<file path="src/rtl/vga_timing_pkg.sv">
// rtl/vga_timing_pkg.sv - 640x480@60 default timing constants and shared output types for vga_sync_gen
package vga_timing_pkg;

    localparam int H_ACTIVE_DEF = 640;
    localparam int H_FP_DEF     = 16;
    localparam int H_SYNC_DEF   = 96;
    localparam int H_BP_DEF     = 48;
    localparam int H_TOTAL_DEF  = H_ACTIVE_DEF + H_FP_DEF + H_SYNC_DEF + H_BP_DEF;

    localparam int V_ACTIVE_DEF = 480;
    localparam int V_FP_DEF     = 10;
    localparam int V_SYNC_DEF   = 2;
    localparam int V_BP_DEF     = 33;
    localparam int V_TOTAL_DEF  = V_ACTIVE_DEF + V_FP_DEF + V_SYNC_DEF + V_BP_DEF;

    localparam int COORD_W   = 10;
    localparam int MAX_TOTAL = 1024;

    typedef struct packed {
        logic               hsync;
        logic               vsync;
        logic               video_on;
        logic [COORD_W-1:0] px;
        logic [COORD_W-1:0] py;
        logic               line_start;
        logic               frame_start;
    } vga_out_t;

    function automatic int cnt_width(input int total);
        return (total > 1) ? $clog2(total) : 1;
    endfunction

    // Idle raster: syncs deasserted, blanked, no strobes.
    function automatic vga_out_t vga_out_rst(input logic sync_pol);
        vga_out_t r;
        r             = '0;
        r.hsync       = ~sync_pol;
        r.vsync       = ~sync_pol;
        return r;
    endfunction

endpackage

</file>
<file path="src/rtl/vga_axis_cnt.sv">
// rtl/vga_axis_cnt.sv - wrap counter 0..TOTAL-1 advancing on i_inc, o_wrap flags the last count
module vga_axis_cnt #(
    parameter int TOTAL = 800,
    parameter int W     = 10
) (
    input  logic         clk,
    input  logic         clr_n,
    input  logic         i_inc,
    output logic [W-1:0] o_cnt,
    output logic         o_wrap
);

    logic [W-1:0] r_cnt;

    assign o_wrap = (r_cnt == W'(TOTAL - 1));
    assign o_cnt  = r_cnt;

    always_ff @(posedge clk or negedge clr_n) begin
        if (!clr_n) begin
            r_cnt <= '0;
        end else if (i_inc) begin
            r_cnt <= o_wrap ? '0 : r_cnt + W'(1);
        end
    end

endmodule

</file>
<file path="src/rtl/vga_sync_gen.sv">
// rtl/vga_sync_gen.sv - VGA raster timing generator; VGA_FRAME_CNT_EN adds a 16-bit frame counter output
module vga_sync_gen
    import vga_timing_pkg::*;
#(
    parameter int   H_ACTIVE = H_ACTIVE_DEF,
    parameter int   H_FP     = H_FP_DEF,
    parameter int   H_SYNC   = H_SYNC_DEF,
    parameter int   H_BP     = H_BP_DEF,
    parameter int   V_ACTIVE = V_ACTIVE_DEF,
    parameter int   V_FP     = V_FP_DEF,
    parameter int   V_SYNC   = V_SYNC_DEF,
    parameter int   V_BP     = V_BP_DEF,
    parameter logic SYNC_POL = 1'b0
) (
    input  logic               clk,
    input  logic               clr_n,
    input  logic               en,
    output logic               hsync,
    output logic               vsync,
    output logic               video_on,
    output logic [COORD_W-1:0] px,
    output logic [COORD_W-1:0] py,
    output logic               line_start,
    output logic               frame_start
`ifdef VGA_FRAME_CNT_EN
    ,
    output logic [15:0]        frame_cnt
`endif
);

    localparam int H_TOTAL  = H_ACTIVE + H_FP + H_SYNC + H_BP;
    localparam int V_TOTAL  = V_ACTIVE + V_FP + V_SYNC + V_BP;
    localparam int HW       = cnt_width(H_TOTAL);
    localparam int VW       = cnt_width(V_TOTAL);
    localparam int HS_START = H_ACTIVE + H_FP;
    localparam int HS_END   = HS_START + H_SYNC - 1;
    localparam int VS_START = V_ACTIVE + V_FP;
    localparam int VS_END   = VS_START + V_SYNC - 1;

    generate
        if (H_TOTAL > MAX_TOTAL || V_TOTAL > MAX_TOTAL) begin : g_total_chk
            $error("vga_sync_gen: H_TOTAL/V_TOTAL must not exceed 1024");
        end
    endgenerate

    logic [HW-1:0] w_hc;
    logic [VW-1:0] w_vc;
    logic          w_h_wrap;
    logic          w_v_wrap_unused;
    logic          w_hc_zero;
    logic          w_vc_zero;
    vga_out_t      w_dec;
    vga_out_t      r_out;

    vga_axis_cnt #(.TOTAL(H_TOTAL), .W(HW)) u_h_cnt (
        .clk    (clk),
        .clr_n  (clr_n),
        .i_inc  (en),
        .o_cnt  (w_hc),
        .o_wrap (w_h_wrap)
    );

    // Vertical advances only on the last pixel of each line.
    vga_axis_cnt #(.TOTAL(V_TOTAL), .W(VW)) u_v_cnt (
        .clk    (clk),
        .clr_n  (clr_n),
        .i_inc  (en & w_h_wrap),
        .o_cnt  (w_vc),
        .o_wrap (w_v_wrap_unused)
    );

    assign w_hc_zero = (w_hc == '0);
    assign w_vc_zero = (w_vc == '0);

    always_comb begin
        w_dec             = '0;
        w_dec.hsync       = (int'(w_hc) >= HS_START && int'(w_hc) <= HS_END) ? SYNC_POL : ~SYNC_POL;
        w_dec.vsync       = (int'(w_vc) >= VS_START && int'(w_vc) <= VS_END) ? SYNC_POL : ~SYNC_POL;
        w_dec.video_on    = (int'(w_hc) < H_ACTIVE) && (int'(w_vc) < V_ACTIVE);
        w_dec.px          = w_dec.video_on ? COORD_W'(w_hc) : '0;
        w_dec.py          = w_dec.video_on ? COORD_W'(w_vc) : '0;
        w_dec.line_start  = w_hc_zero;
        w_dec.frame_start = w_hc_zero & w_vc_zero;
    end

    // Levels freeze while en is low so syncs never glitch; strobes drop to 0.
    always_ff @(posedge clk or negedge clr_n) begin
        if (!clr_n) begin
            r_out <= vga_out_rst(SYNC_POL);
        end else if (en) begin
            r_out <= w_dec;
        end else begin
            r_out.line_start  <= 1'b0;
            r_out.frame_start <= 1'b0;
        end
    end

    assign hsync       = r_out.hsync;
    assign vsync       = r_out.vsync;
    assign video_on    = r_out.video_on;
    assign px          = r_out.px;
    assign py          = r_out.py;
    assign line_start  = r_out.line_start;
    assign frame_start = r_out.frame_start;

`ifdef VGA_FRAME_CNT_EN
    logic [15:0] r_frame_cnt;

    always_ff @(posedge clk or negedge clr_n) begin
        if (!clr_n) begin
            r_frame_cnt <= '0;
        end else if (en && w_hc_zero && w_vc_zero) begin
            r_frame_cnt <= r_frame_cnt + 16'd1;
        end
    end

    assign frame_cnt = r_frame_cnt;
`endif

endmodule

</file>
<file path="config.mk">
export PLATFORM = sky130hd
export DESIGN_NAME = vga_sync_gen
export DESIGN_NICKNAME = d
export VERILOG_FILES = /design/src/rtl/vga_timing_pkg.sv /design/src/rtl/vga_axis_cnt.sv /design/src/rtl/vga_sync_gen.sv
export SDC_FILE = /design/constraint.sdc
export NUM_CORES = 1
export LEC_CHECK = 0
export ABC_AREA = 0
export ABC_CLOCK_PERIOD_IN_PS = 1830
export CAP_MARGIN = 10
export CORE_UTILIZATION = 42
export CTS_BUF_LIST = sky130_fd_sc_hd__clkbuf_16
export CTS_CLUSTER_SIZE = 16
export DETAILED_ROUTE_END_ITERATION = 6
export PLACE_DENSITY = 0.72
export SLEW_MARGIN = 25
export SYNTH_ARGS = -nofsm -noshare
export SYNTH_HDL_FRONTEND = slang
export SYNTH_SLANG_ARGS = --single-unit
</file>
<file path="constraint.sdc">
create_clock -name clk -period 1.83 [get_ports clk]
set_input_delay 0.366 -clock clk [delete_from_list [all_inputs] [get_ports clk]]
set_output_delay 0.366 -clock clk [all_outputs]
set_load 0.1 [all_outputs]
</file>
==> metrics.cfg, run 1 <==
[setup_path]
worstPathCellList = clkdlybuf4s50_1 -> nand4_1 -> or2_1 -> nor4_2 -> xor2_1
required_ps = 2030
crit_buf_inv = 1
cp_max_fo = 4
max_stage_delay_ps = 540
worstSetupEndpointType = register
cp-start-kind = input pin
path_class = in2reg
crit_slowest_cell = clkdlybuf4s50_1
path_delay_family = simple AND/OR/NAND/NOR gates
worst_ep_arrival_time_ps = 1870

[placed_design]
dp_hpwl_mm = 2.94
gp_congestion = 0.872
placedCellCount = 277
io_buffers = 27

[grt]
gr-total-overflow = 0
grt_pass1_vias = 1497
gr-usage-all-layers_pct = 18.1
grt_pass1_wl_mm = 7.30
antenna_found_initial = 0
grt_max_degree = 28

[floorplan]
die_h_um = 72.8
dieWidth_um = 72.8
start_util_pct = 43.9
core_area_um2 = 4790
dieArea_um2 = 5290
ioPinCount = 28
rows = 25

[routing]
vias_per_cell = 5.35
drt-initial-drc-count = 74
ant_nets = 0
wl_mm = 4.23
drtPass1Iterations = 4
routedWlPerCell_um = 14.8
drc = 0
route.vias.total = 1526

[run]
maxCapViolations = 0

[power_and_ir_drop]
pwr_density_cell_nw_per_um2 = 1100
p_leak_nw = 1.29
peakVddDrop_mv = 0.605

[yosys]
synth_common_cells = 43 x dfrtp_1, 17 x a22o_1, 9 x nand3_1, 9 x o21ai_0
synth.area.top_cells = dfrtp_1 51%, a22o_1 7.1%, buf_6 3.7%
synth_top_area_share_pct = 51.2
synthFlopType = dfrtp_1
post-synth-top-count-cell = dfrtp_1
synth_area_um2 = 2100
synth-edff-count = 0
synth-seq-cells = 45
postSynthAreaPerCell_um2 = 11.5
synth.yosys.warnings = 0
synthDistinctLibCells = 43
synthCells = 183
syn_nets = 191
synth_largest_area_cell = dfrtp_1
ys_seq_area_share_pct = 53.7
async_flop_share_pct = 100

[timing]
setup_viol = 0
fin_setup_tns_ps = 0
fin_worst_skew_ps = 5.25
final-hold-violation-count = 0
slew_headroom_pct = 69.8
finalMaxSlewViolations = 0
tightest_slew_ps = 453
finalCriticalPeriod_ps = 1670
fin_crit_sh_pct = 91.2
rsz0062_at_grt = false
fmax_ghz = 0.599

[cts]
ctsHtreeMaxLevel = 2
cts_buffers = 5
root_buffer = clkbuf_16
clk_pin_slew_ps = 60
cts_buffer_depth = 2
cts_setup_buffers = 0
cts_resized = 0
clock_sinks = 45
cts_tree = done
cts-hold-fix-buffers = 0
insertion_delay_ps = 280

[finish]
antennaDiodeCount = 0
final_nets = 225
finalNonFillerCells = 285
area_delta_synth_final_pct = 37.1
drive_gt1_share_pct = 27.1

[hold_path]
hold_path_class = in2async

[status]
status = completed

## stage by stage
step	cell area [um^2]	power (mW)	setup slack [ps]	hold slack (ps)	utilization, %
floorplan	2100	1.87	264	70.4	-
global placement	2720	2.17	-79.2	351	56.8
detailed placement	2720	2.19	-120	349	56.8
CTS	2880	3.19	155	46.4	60.3
global route	2880	3.28	19.2	60.9	60.3
finish	2880	3.16	162	25.8	60.3
## logic make-up (layout without fill, tap and decap cells)
| logic type | Yosys count | after routing | share of synthesized area (%) |
|---|---|---|---|
| xor gates and xnor gates | 10 | 10 | 4.52 |
| and+or+nand+nor | 63 | 63 | 18.9 |
| buffers and inverters | 21 | 56 | 6.72 |
| DFF | 45 | 45 | 53.7 |
| adders and majority gates | 5 | 5 | 2.97 |
| AOI/OAI and AO/OA | 39 | 39 | 13.3 |
## sequential cells by signal (all words and copies together) (netlist names)
name and count:
frame_start 1, hsync 1, line_start 1, px 10, py 10, u_h_cnt.o_cnt 10
u_v_cnt.o_cnt 10, video_on 1, vsync 1
## path summary, 6_finish.rpt
check | startpoint | to | slack [ps] | depth (start not counted)
setup / recovery | en | u_v_cnt.o_cnt[8]$_DFFE_PN0P_ | 160 | 5
hold / removal | clr_n | py[0]$_DFFE_PN0P_ | 30 | 1
setup reg to reg | u_h_cnt.o_cnt[0]$_DFFE_PN0P_ | u_v_cnt.o_cnt[8]$_DFFE_PN0P_ | 190 | 5
hold reg to reg | hsync$_DFFE_PN1P_ | hsync$_DFFE_PN1P_ | 520 | 2
max in group asynchronous | clr_n | hsync$_DFFE_PN1P_ | 1240 | 2
min in group clk | hsync$_DFFE_PN1P_ | hsync$_DFFE_PN1P_ | 520 | 2
## power by group
part	switching (mW)	internal [mW]
sequential	0.153	1.10
combinational	0.566	0.351
clock	0.352	0.638
total	1.07	2.09
## area by class of cell
| type | count | area [um^2] |
|---|---|---|
| flip-flops and latches | 45 | 1130 |
| fillers | 380 | 1900 |
| inverters | 7 | 26.3 |
| well taps | 67 | 83.8 |
| clock buffers | 5 | 125 |
| clock inverters | 3 | 41.3 |
| repair buffers | 41 | 646 |
| multi-input cells | 117 | 833 |
## layer usage
metal  up-vias  part of all wire (%)  wire (um)  GRT usage [%]
li1        730                     -          -              -
met1       748                    48       2040           25.9
met2        42                    47       1980           27.2
met3         6                   3.5        147           4.14
met4         0                   1.5         64           5.88
met5         -                     0          0              0
## cells in the final DEF, fill, tap and decap left out, types with 3 or more instances in the layout
cell and instances:
a21oi_1 5, a22o_1 17, and3_1 5, and4_1 3
buf_12 27, buf_4 12, clkbuf_16 5, dfrtp_1 43
ha_1 5, inv_1 7, nand2_1 7, nand3_1 9
nand4_1 3, nor2_1 7, nor3_1 7, nor4_1 4
o21ai_0 9, xnor2_1 6, xor2_1 3
No activity file was read; power rests on OpenSTA's default activity.
==> run 2, diff against run 1 <==
--- a/config.mk
+++ b/config.mk
@@ -5,15 +5,15 @@
 export SDC_FILE = /design/constraint.sdc
 export NUM_CORES = 1
 export LEC_CHECK = 0
-export ABC_AREA = 0
-export ABC_CLOCK_PERIOD_IN_PS = 1830
+export ABC_AREA = 1
+export ABC_CLOCK_PERIOD_IN_PS = 1400
 export CAP_MARGIN = 10
 export CORE_UTILIZATION = 42
 export CTS_BUF_LIST = sky130_fd_sc_hd__clkbuf_16
 export CTS_CLUSTER_SIZE = 16
 export DETAILED_ROUTE_END_ITERATION = 6
-export PLACE_DENSITY = 0.72
-export SLEW_MARGIN = 25
+export PLACE_DENSITY = 0.73
+export SLEW_MARGIN = 20
 export SYNTH_ARGS = -nofsm -noshare
 export SYNTH_HDL_FRONTEND = slang
 export SYNTH_SLANG_ARGS = --single-unit
==> constraint.sdc (replaced) <==
create_clock -name clk -period 1.4 [get_ports clk]
set_input_delay 0.28 -clock clk [delete_from_list [all_inputs] [get_ports clk]]
set_output_delay 0.28 -clock clk [all_outputs]
set_load 0.1 [all_outputs]
==> metrics.cfg, run 2 <==
[timing]
fin_worst_skew_ps = 4.54  ; -0.714 ps
timing.final.ws_setup_ps = -91.9  ; -253 ps
tightest_slew_ps = 420  ; -33.4 ps
finalCriticalPeriod_ps = 1490
slew_headroom_pct = 71.7  ; +2.0 points
fin_crit_sh_pct = 107
setup_viol = 18  ; +18
fmax_ghz = 0.670
rsz0062_at_grt = true
fin_setup_tns_ps = -999  ; -999 ps
final-hold-violation-count = 0  ; unchanged
finalMaxSlewViolations = 0  ; unchanged

[setup_path]
required_ps = 1570  ; -460 ps
path_delay_family = simple AND/OR/NAND/NOR gates
cp-start-kind = register
path_class = reg2reg
worst_ep_arrival_time_ps = 1660  ; -210 ps
crit_buf_inv = 3  ; +2
cp_max_fo = 5  ; +1
crit_slowest_cell = dfrtp_1
max_stage_delay_ps = 370  ; -170 ps
cp_common_cell = nor2_4
worstSetupEndpointType = register
worstPathCellList = ha_2 -> inv_2 -> nor2_4 -> nand3_4 -> nor2_4 -> buf_6 -> inv_4 -> nand2_2 -> o21ai_1

[grt]
grt_pass1_vias = 1997  ; +33%
antenna_found_initial = 0  ; unchanged
grt_max_degree = 45  ; +61%
gr-total-overflow = 0  ; unchanged
gr-usage-all-layers_pct = 21.5  ; +3.4 points
grt_pass1_wl_mm = 9.16  ; +26%

[power_and_ir_drop]
power_frac_seq_pct = 29.9  ; -9.8 points
p_int_mw = 3.46  ; +65%
p_sw_share_pct = 45.8  ; +12 points
clock_power_share_pct = 17.3  ; -14 points
p_sw_mw = 2.93  ; +170%
peakVddDrop_mv = 1.41  ; +130%
pwr_density_cell_nw_per_um2 = 1780  ; +62%
total_power_mw = 6.39  ; +100%
comb_power_share_pct = 52.8  ; +24 points
p_leak_nw = 1.82  ; +40%

[routing]
ant_nets = 0  ; unchanged
vias_per_cell = 5.20  ; -2.9%
route.vias.total = 2292  ; +50%
wl_mm = 6.32  ; +50%
drc = 0  ; unchanged
drtPass1Iterations = 4  ; unchanged
routedWlPerCell_um = 14.3  ; -3.3%
drt-initial-drc-count = 235  ; +220%

[placed_design]
place_ws_ps = -292  ; -172 ps
dp_hpwl_mm = 4.06  ; +38%
gp_congestion = 0.892  ; +2.4%
io_buffers = 27  ; unchanged

[yosys]
synthCells = 290  ; +58%
synth.area.top_cells = dfrtp_1 47%, nand2_1 14%, nand3_1 8.6%
synthFlopType = dfrtp_1
post-synth-top-count-cell = nand2_1
synth.yosys.warnings = 0  ; unchanged
syn_nets = 298  ; +56%
synth-edff-count = 0  ; unchanged
synth_area_um2 = 2280  ; +8.3%
synth_largest_area_cell = dfrtp_1
synth_top_area_share_pct = 47.2  ; -3.9 points
synth_common_cells = 84 x nand2_1, 43 x dfrtp_1, 39 x nand3_1, 32 x inv_1, 27 x nor2_1
async_flop_share_pct = 100  ; unchanged
synthDistinctLibCells = 30  ; -30%
postSynthAreaPerCell_um2 = 7.86  ; -32%
synth-seq-cells = 45  ; unchanged
ys_seq_area_share_pct = 49.5  ; -4.1 points

[cts]
cts_buffers = 5  ; unchanged
insertion_delay_ps = 280  ; about the same
clk_pin_slew_ps = 60  ; about the same
cts_tree = done
clock_sinks = 45  ; unchanged
root_buffer = clkbuf_16
cts_buffer_depth = 2  ; unchanged
ctsHtreeMaxLevel = 2  ; unchanged

[finish]
final_common_cell = nand2_1
fillers = 349  ; -8.2%
antennaDiodeCount = 0  ; unchanged
drive_gt1_share_pct = 35.6  ; +8.5 points
area_delta_synth_final_pct = 57.6
final_nets = 378  ; +68%
layout_common_cells = 77 x nand2_1, 40 x dfrtp_1, 38 x buf_4

[floorplan]
start_util_pct = 44.0  ; +0.10 points
rows = 26  ; +4.0%
dieArea_um2 = 5720  ; +8.1%
ioPinCount = 28  ; unchanged
die_h_um = 75.7  ; +4.0%
core_area_um2 = 5170  ; +8.1%
dieWidth_um = 75.7  ; +4.0%

[status]
status = finished, violations left
violations = setup timing

[hold_path]
hold_path_class = in2async

[run]
maxCapViolations = 0  ; unchanged

-- run 2: cells by family (layout without fill, tap and decap cells) --
logic type | after synthesis | in the layout | synth area share [%]
compound gates | 19 | 19 | 4.34
xor+xnor | 3 | 3 | 1.15
fa+ha+maj | 5 | 5 | 2.75
buf+inv | 43 | 124 | 7.96
flops | 45 | 45 | 49.5
simple gates | 175 | 175 | 34.3
-- run 2: area by class of cell --
cell class / instances / area (um^2) / share of cell area [%]
Timing Repair inverter: 3 / 22.5 / 0.627
Clock inverter: 3 / 12.5 / 0.349
Clock buffer: 5 / 125 / 3.49
Timing Repair Buffer: 78 / 957 / 26.7
Sequential cell: 45 / 1130 / 31.5
Multi-Input combinational cell: 202 / 1110 / 31.0
Inverter: 35 / 139 / 3.87
Tap cell: 70 / 87.6 / 2.44
-- run 2: worst paths after layout --
path	start	to	slack, ps	cells past startpoint
max	u_h_cnt.o_cnt[1]$_DFFE_PN0P_	u_v_cnt.o_cnt[6]$_DFFE_PN0P_	-90	9
min	clr_n	py[9]$_DFFE_PN0P_	330	2
max reg2reg	u_h_cnt.o_cnt[1]$_DFFE_PN0P_	u_v_cnt.o_cnt[6]$_DFFE_PN0P_	-90	9
min reg2reg	hsync$_DFFE_PN1P_	hsync$_DFFE_PN1P_	510	2
max in group asynchronous	clr_n	vsync$_DFFE_PN1P_	600	3
min in group clk	en	u_h_cnt.o_cnt[2]$_DFFE_PN0P_	450	4
-- run 2: power groups by stage --
stage | clock network, mW | logic (mW) | registers, mW
detailed placement | 0 | 3.03 | 1.91
global placement | 0 | 3.00 | 1.90
global route | 1.15 | 3.55 | 1.95
CTS | 1.11 | 3.06 | 1.89
floorplan | 0 | 0.704 | 3.01
finish | 1.10 | 3.37 | 1.91
-- run 2: routing by layer --
metal	routed length [um]	part of all wire, %	GRT usage (%)	up-vias
li1	-	-	-	1101
met1	2720	43	29.1	1099
met2	3130	50	36.0	79
met3	343	5.4	3.57	13
met4	124	2.0	5.76	0
met5	0	0	0	-
-- run 2: metrics by stage --
| step | hold WS, ps | cell area (um^2) | instances | util, % |
|---|---|---|---|---|
| final | 332 | 3590 | 441 | 69.4 |
| after global routing | 339 | 3590 | 441 | 69.4 |
| after global placement | 77.5 | 3080 | 411 | 59.6 |
| after detailed placement | 79.8 | 3080 | 411 | 59.6 |
| after floorplan | -15.6 | 2280 | 290 | - |
| after CTS | 314 | 3270 | 423 | 63.3 |
-- run 2: repair_timing --
item | in CTS | in global routing
hold endpoints to repair | 16 | 0
gates resized for setup | 7 | 62
buffers inserted | 3 | 14
endpoints found under the setup margin | 10 | 34
gates cloned | 0 | 5
pin swaps | 4 | 13
hold buffers | 1 | 0
-- run 2: worst register-to-register path, stage by stage, from the launching register on --
cell	delay, ps
dfrtp_1	370
ha_2	220
inv_2	50
nor2_4	140
nand3_4	100
nor2_4	210
buf_6	140
inv_4	40
nand2_2	40
o21ai_1	60
==> run 3, diff against run 2 <==
--- a/config.mk
+++ b/config.mk
@@ -8,10 +8,12 @@
 export ABC_AREA = 1
 export ABC_CLOCK_PERIOD_IN_PS = 1400
 export CAP_MARGIN = 10
+export CORE_ASPECT_RATIO = 1.5
 export CORE_UTILIZATION = 42
 export CTS_BUF_LIST = sky130_fd_sc_hd__clkbuf_16
 export CTS_CLUSTER_SIZE = 16
 export DETAILED_ROUTE_END_ITERATION = 6
+export GPL_ROUTABILITY_DRIVEN = 0
 export PLACE_DENSITY = 0.73
 export SLEW_MARGIN = 20
 export SYNTH_ARGS = -nofsm -noshare
==> metrics.cfg, run 3 (same netlist as run 2, synthesis figures left out) <==
[floorplan]
start_util_pct = 44.1  ; +0.064 points
core_area_um2 = 5160  ; -0.15%
die_h_um = 92.2  ; +22%
ioPinCount = 28  ; unchanged
rows = 32  ; +23%
dieArea_um2 = 5730  ; about the same
dieWidth_um = 62.1  ; -18%

[timing]
rsz0062_at_grt = true
final-hold-violation-count = 0  ; unchanged
timing.final.ws_setup_ps = -14.6  ; +77.3 ps
slew_headroom_pct = 78.7  ; +7.0 points
setup_viol = 3  ; -15
tightest_slew_ps = 317  ; -103 ps
fin_crit_sh_pct = 101  ; -5.5 points
fin_worst_skew_ps = 6.30  ; +1.76 ps
finalMaxSlewViolations = 0  ; unchanged
fmax_ghz = 0.707  ; +5.5%
finalCriticalPeriod_ps = 1410  ; -77.3 ps

[setup_path]
crit_buf_inv = 3  ; unchanged
path_delay_family = simple AND/OR/NAND/NOR gates
cp-start-kind = register
max_stage_delay_ps = 450  ; +80 ps
cp_max_fo = 5  ; unchanged
required_ps = 1630  ; +60 ps
path_class = reg2reg
worst_ep_arrival_time_ps = 1650  ; about the same
worstPathCellList = nand2_2 -> inv_4 -> nor4_4 -> buf_4 -> buf_6 -> nand3_1 -> nand2_1
crit_slowest_cell = dfrtp_2
worstSetupEndpointType = register

[power_and_ir_drop]
p_sw_share_pct = 47.2  ; +1.3 points
p_leak_nw = 1.77  ; -2.3%
clock_power_share_pct = 18.0  ; +0.7 points
power_frac_seq_pct = 28.8  ; -1.1 points
total_power_mw = 6.73  ; +5.4%
pwr_density_cell_nw_per_um2 = 1860  ; +4.7%
comb_power_share_pct = 53.3  ; +0.5 points
p_int_mw = 3.56  ; +2.9%
peakVddDrop_mv = 0.868  ; -39%
p_sw_mw = 3.17  ; +8.5%

[cts]
cts_buffers = 5  ; unchanged
ctsHtreeMaxLevel = 2  ; unchanged
insertion_delay_ps = 300  ; +20 ps
cts_tree = done
clk_pin_slew_ps = 70  ; about the same
clock_sinks = 45  ; unchanged
cts_buffer_depth = 2  ; unchanged
root_buffer = clkbuf_16

[finish]
final_common_cell = nand2_1
fillers = 363  ; +4.0%
area_delta_synth_final_pct = 58.6
fin_util_pct = 70.0  ; +0.56 points
final_nets = 371  ; -1.9%
antennaDiodeCount = 0  ; unchanged
layout_common_cells = 78 x nand2_1, 40 x dfrtp_1, 39 x buf_4
drive_gt1_share_pct = 38.2  ; +2.6 points

[routing]
vias_per_cell = 5.50  ; +5.9%
drt-initial-drc-count = 200  ; -15%
ant_nets = 0  ; unchanged
routedWlPerCell_um = 17.2  ; +20%
drtPass1Iterations = 4  ; unchanged
route.vias.total = 2378  ; +3.8%
wl_mm = 7.42  ; +17%
drc = 0  ; unchanged

[placed_design]
dp_hpwl_mm = 4.42  ; +9.1%
io_buffers = 27  ; unchanged

[grt]
gr-total-overflow = 0  ; unchanged
grt_pass1_vias = 2288  ; +15%
grt_pass1_wl_mm = 10.3  ; +12%
grt_max_degree = 46  ; +2.2%
antenna_found_initial = 0  ; unchanged
gr-usage-all-layers_pct = 23.5  ; +2.0 points

[hold_path]
hold_path_class = in2reg

[status]
violations = setup timing
status = finished, violations left

[run]
maxCapViolations = 0  ; unchanged

[run 3: changes by cell type in the layout (fill, tap and decap cells not counted), moves of 2 or more]
cell | before | now
buf_6 | 11 | 5
inv_1 | 26 | 21
nand3_1 | 32 | 27
inv_2 | 6 | 10
nand3_2 | 7 | 10
nor2_1 | 24 | 21
nor2_4 | 3 | 6
clkinv_1 | 2 | 0
ha_4 | 0 | 2
nand3_4 | 1 | 3
[run 3: path summary, 6_finish.rpt]
| kind | end | slack, ps | from | cells past startpoint |
|---|---|---|---|---|
| worst min-delay path | u_h_cnt.o_cnt[2]$_DFFE_PN0P_ | 430 | en | 4 |
| min in group asynchronous | py[5]$_DFFE_PN0P_ | 500 | clr_n | 3 |
| worst max register to register | px[7]$_DFFE_PN0P_ | -10 | u_h_cnt.o_cnt[9]$_DFFE_PN0P_ | 7 |
| max in group asynchronous | vsync$_DFFE_PN1P_ | 620 | clr_n | 3 |
| worst min register to register | hsync$_DFFE_PN1P_ | 530 | hsync$_DFFE_PN1P_ | 2 |
| worst max-delay path | px[7]$_DFFE_PN0P_ | -10 | u_h_cnt.o_cnt[9]$_DFFE_PN0P_ | 7 |
[run 3: layer usage]
layer / track usage (%) / wire length, um
met5: 0 / 0
met4: 18.0 / 439
met3: 4.10 / 400
met2: 42.1 / 3920
met1: 23.8 / 2650
[run 3: area by class of cell]
type | count | area, um^2 | share of cell area, %
inverter | 35 | 143 | 3.95
sequential | 45 | 1130 | 31.3
tap | 68 | 85.1 | 2.35
clock inverter | 3 | 21.3 | 0.589
multi-input combinational | 202 | 1190 | 32.9
timing repair buffer | 74 | 917 | 25.4
clock buffer | 5 | 125 | 3.46
[run 3: worst reg2reg max path: stages (launching register included)]
cell	delay [ps]
dfrtp_2	450
nand2_2	100
inv_4	60
nor4_4	240
buf_4	200
buf_6	140
nand3_1	90
nand2_1	80
[run 3: per-stage QoR]
stage                     hold slack (ps)  setup TNS (ps)  area [um^2]  cells  setup slack, ps
after floorplan                     -15.6               0         2280    290             77.8
after detailed placement              279           -6600         3070    406             -335
after global routing                  449            -630         3610    432            -92.8
final                                 433           -19.9         3610    432            -14.6
after global placement                275           -6080         3070    406             -231
after CTS                             502               0         3260    416             2.39
[run 3: timing repair]
action                     in CTS  in global routing
setup buffers                   1                 13
hold endpoints to repair       43                  0
setup endpoints to repair       7                 35
resized for setup               8                 74
hold buffers                    1                  0
pin swaps                       3                 17
gates cloned                    0                  3
[run 3: power by group through the flow]
stage	logic (mW)	clock network, mW	registers, mW
2_1_floorplan	0.704	0	3.01
3_3_place_gp	3.02	0	1.91
3_5_place_dp	3.07	0	1.93
4_1_cts	3.10	1.22	1.91
5_1_grt	3.74	1.27	1.96
6_report	3.59	1.21	1.94
==> RTL edit, RTL diff (settings of run 2) <==
One comparison of `r_cnt` changes from == to >=.
--- a/src/rtl/vga_axis_cnt.sv
+++ b/src/rtl/vga_axis_cnt.sv
@@ -12,7 +12,7 @@
 
     logic [W-1:0] r_cnt;
 
-    assign o_wrap = (r_cnt == W'(TOTAL - 1));
+    assign o_wrap = (r_cnt >= W'(TOTAL - 1));
     assign o_cnt  = r_cnt;
 
     always_ff @(posedge clk or negedge clr_n) begin
Function: no difference found for any inputs over 10 cycles, from zero or initial values; that may be too few to reach the edited logic, so the function may still have changed.
==> RTL edit against run 2 <==
- sequential cell count stayed put
- via count is 7.6% lower
- maximum frequency is 7.3% higher
- synthesized area is 0.44% higher
- routed wire length is 2.9% lower
- cell area is 6.4% lower
- setup slack better by 0.10 ns
- critical path type unchanged
Power is not compared: it rests on default switching activity, and its combinational part moved more than twofold at a synthesized area within 25%.
==> RTL edit: results (changes against run 2) <==
Outcome = finished, final reports clean
Clk slew on worst S/H paths = 0.06 ns (about the same)
Mux contribution to synthesized area = 0% (unchanged)
Post-synthesis sequential area ratio = 49.32% (-0.22 points)
Synthesized net count = 287 (-3.7%)
GRT Total Usage = 21.95% (+0.44 points)
Vias in the first global route = 1935 (-3.1%)
Crit Path Max Fanout = 4 (-1)
Detailed placer's ending HPWL = 3.853 mm (-5.0%)
IO Port Bufs = 27 (unchanged)
Via/cell ratio = 5.217 (+0.37%)
Synth top area cells = dfrtp_1 47%, nand2_1 13%, nand3_1 5.5%
Post-Place Cells = 389 (-5.4%)
Fill cells = 372 (+6.6%)
Syn Inst Count = 280 (-3.4%)
Worst Skew = 0.004818 ns (+0.0002794 ns)
GPL Wtd Cong = 0.8894 (-0.34%)
Non-filler cells in the finished layout = 406 (-7.9%)
Compound-Gate Fraction of Synth Area = 8.803% (+4.5 points)
Final net count = 342 (-9.5%)
RR Startpoint = u_v_cnt.o_cnt[0]$_DFFE_PN0P_
Initial antenna violation count = 0 (unchanged)
XOR/XNOR share of the synthesized area = 2.679% (+1.5 points)
1st-iter DRT viols = 220 (-6.4%)
Post-Synth Adder-Cell Area = 2.187% (-0.56 points)
Worst slack at placement = -0.2599 ns (+0.03191 ns)
Reg-to-reg critical path endpoint = u_v_cnt.o_cnt[6]$_DFFE_PN0P_
Slew @ Worst Pin = 0.4046 ns (-0.01545 ns)
Tcrit/Tclk final = 99.34% (-7.2 points)
Maximum VDD drop = 0.0005648 V
Routed len/inst = 15.12 um (+5.4%)
First-pass GRT wire length = 9.384 mm (+2.4%)
Async set-reset flop share out of synthesis = 100.0% (unchanged)
Share of layout cells above drive strength 1 = 32.74% (-2.8 points)
Net switching power = 0.001046 W
CP arrival = 1.61 ns (-0.05 ns)
CP peak stage delay = 0.44 ns (+0.07 ns)
Max clock buf depth = 2 (unchanged)
Synth cell count leaders = 78 x nand2_1, 43 x dfrtp_1, 29 x inv_1
Yosys cell types = 26 (-13%)
Largest net degree at the start of global routing = 46 (+2.2%)
==> RTL edit: changes by cell type after synthesis, sizes merged, moves of 2 or more <==
cell   before  now
a21oi       1    3
o21ai      16   28
nand4      11    7
xor2        2    7
nor4        3    1
inv        35   30
nand3      40   26
==> RTL edit: how the worst max path moves through the flow <==
stage / start / endpoint / cells after the start
6_report: u_v_cnt.o_cnt[0]$_DFFE_PN0P_ / u_v_cnt.o_cnt[6]$_DFFE_PN0P_ / 9
5_1_grt: u_h_cnt.o_cnt[0]$_DFFE_PN0P_ / u_v_cnt.o_cnt[1]$_DFFE_PN0P_ / 6
4_1_cts: u_h_cnt.o_cnt[0]$_DFFE_PN0P_ / u_h_cnt.o_cnt[7]$_DFFE_PN0P_ / 6
3_5_place_dp: en / u_h_cnt.o_cnt[5]$_DFFE_PN0P_ / 7
3_3_place_gp: en / u_h_cnt.o_cnt[5]$_DFFE_PN0P_ / 7
2_1_floorplan: u_h_cnt.o_cnt[0]$_DFFE_PN0P_ / u_v_cnt.o_cnt[8]$_DFFE_PN0P_ / 7
==> RTL edit: area by class of cell <==
class / count / area (um^2) / area share [%]
sequential: 45 / 1134 / 33.76
multi-input combinational: 198 / 1130 / 33.64
timing repair buffer: 54 / 748.2 / 22.28
clock buffer: 5 / 125.1 / 3.726
inverter: 31 / 121.4 / 3.614
tap: 70 / 87.58 / 2.608
clock inverter: 3 / 12.51 / 0.3726
==> RTL edit: per-layer routing <==
layer / GRT usage [%] / vias up / wire length, um
met2: 35.69 / 82 / 3121
met3: 4.101 / 20 / 276
met4: 8.436 / 0 / 187
met1: 29.09 / 1009 / 2550
li1: - / 1007 / -
met5: 0 / - / 0
==> RTL edit: power by group through the flow <==
stage,clock network (W),registers (W),logic [W]
after floorplan,0,0.00152,0.000385
after global placement,0,0.00154,0.000613
after detailed placement,0,0.00155,0.000628
after CTS,0.00111,0.00152,0.000659
after global routing,0.00117,0.00155,0.000773
final,0.00110,0.00153,0.000705
==> RTL edit: what timing repair did <==
action | 4_1_cts | 5_1_grt
endpoints found under the hold margin | 43 | 0
pin swaps | 2 | 13
resized for setup | 3 | 35
hold buffers | 1 | 0
setup endpoints to repair | 16 | 33
setup buffers | 1 | 4
cloned | 2 | 1
==> RTL edit: through the flow <==
| stage | area (um^2) | hold slack [ns] |
|---|---|---|
| 4_1_cts | 3208 | 0.4967 |
| 6_report | 3358 | 0.4963 |
| 3_3_place_gp | 3014 | 0.2765 |
| 2_1_floorplan | 2288 | -0.01559 |
| 5_1_grt | 3358 | 0.5420 |
| 3_5_place_dp | 3014 | 0.2811 |
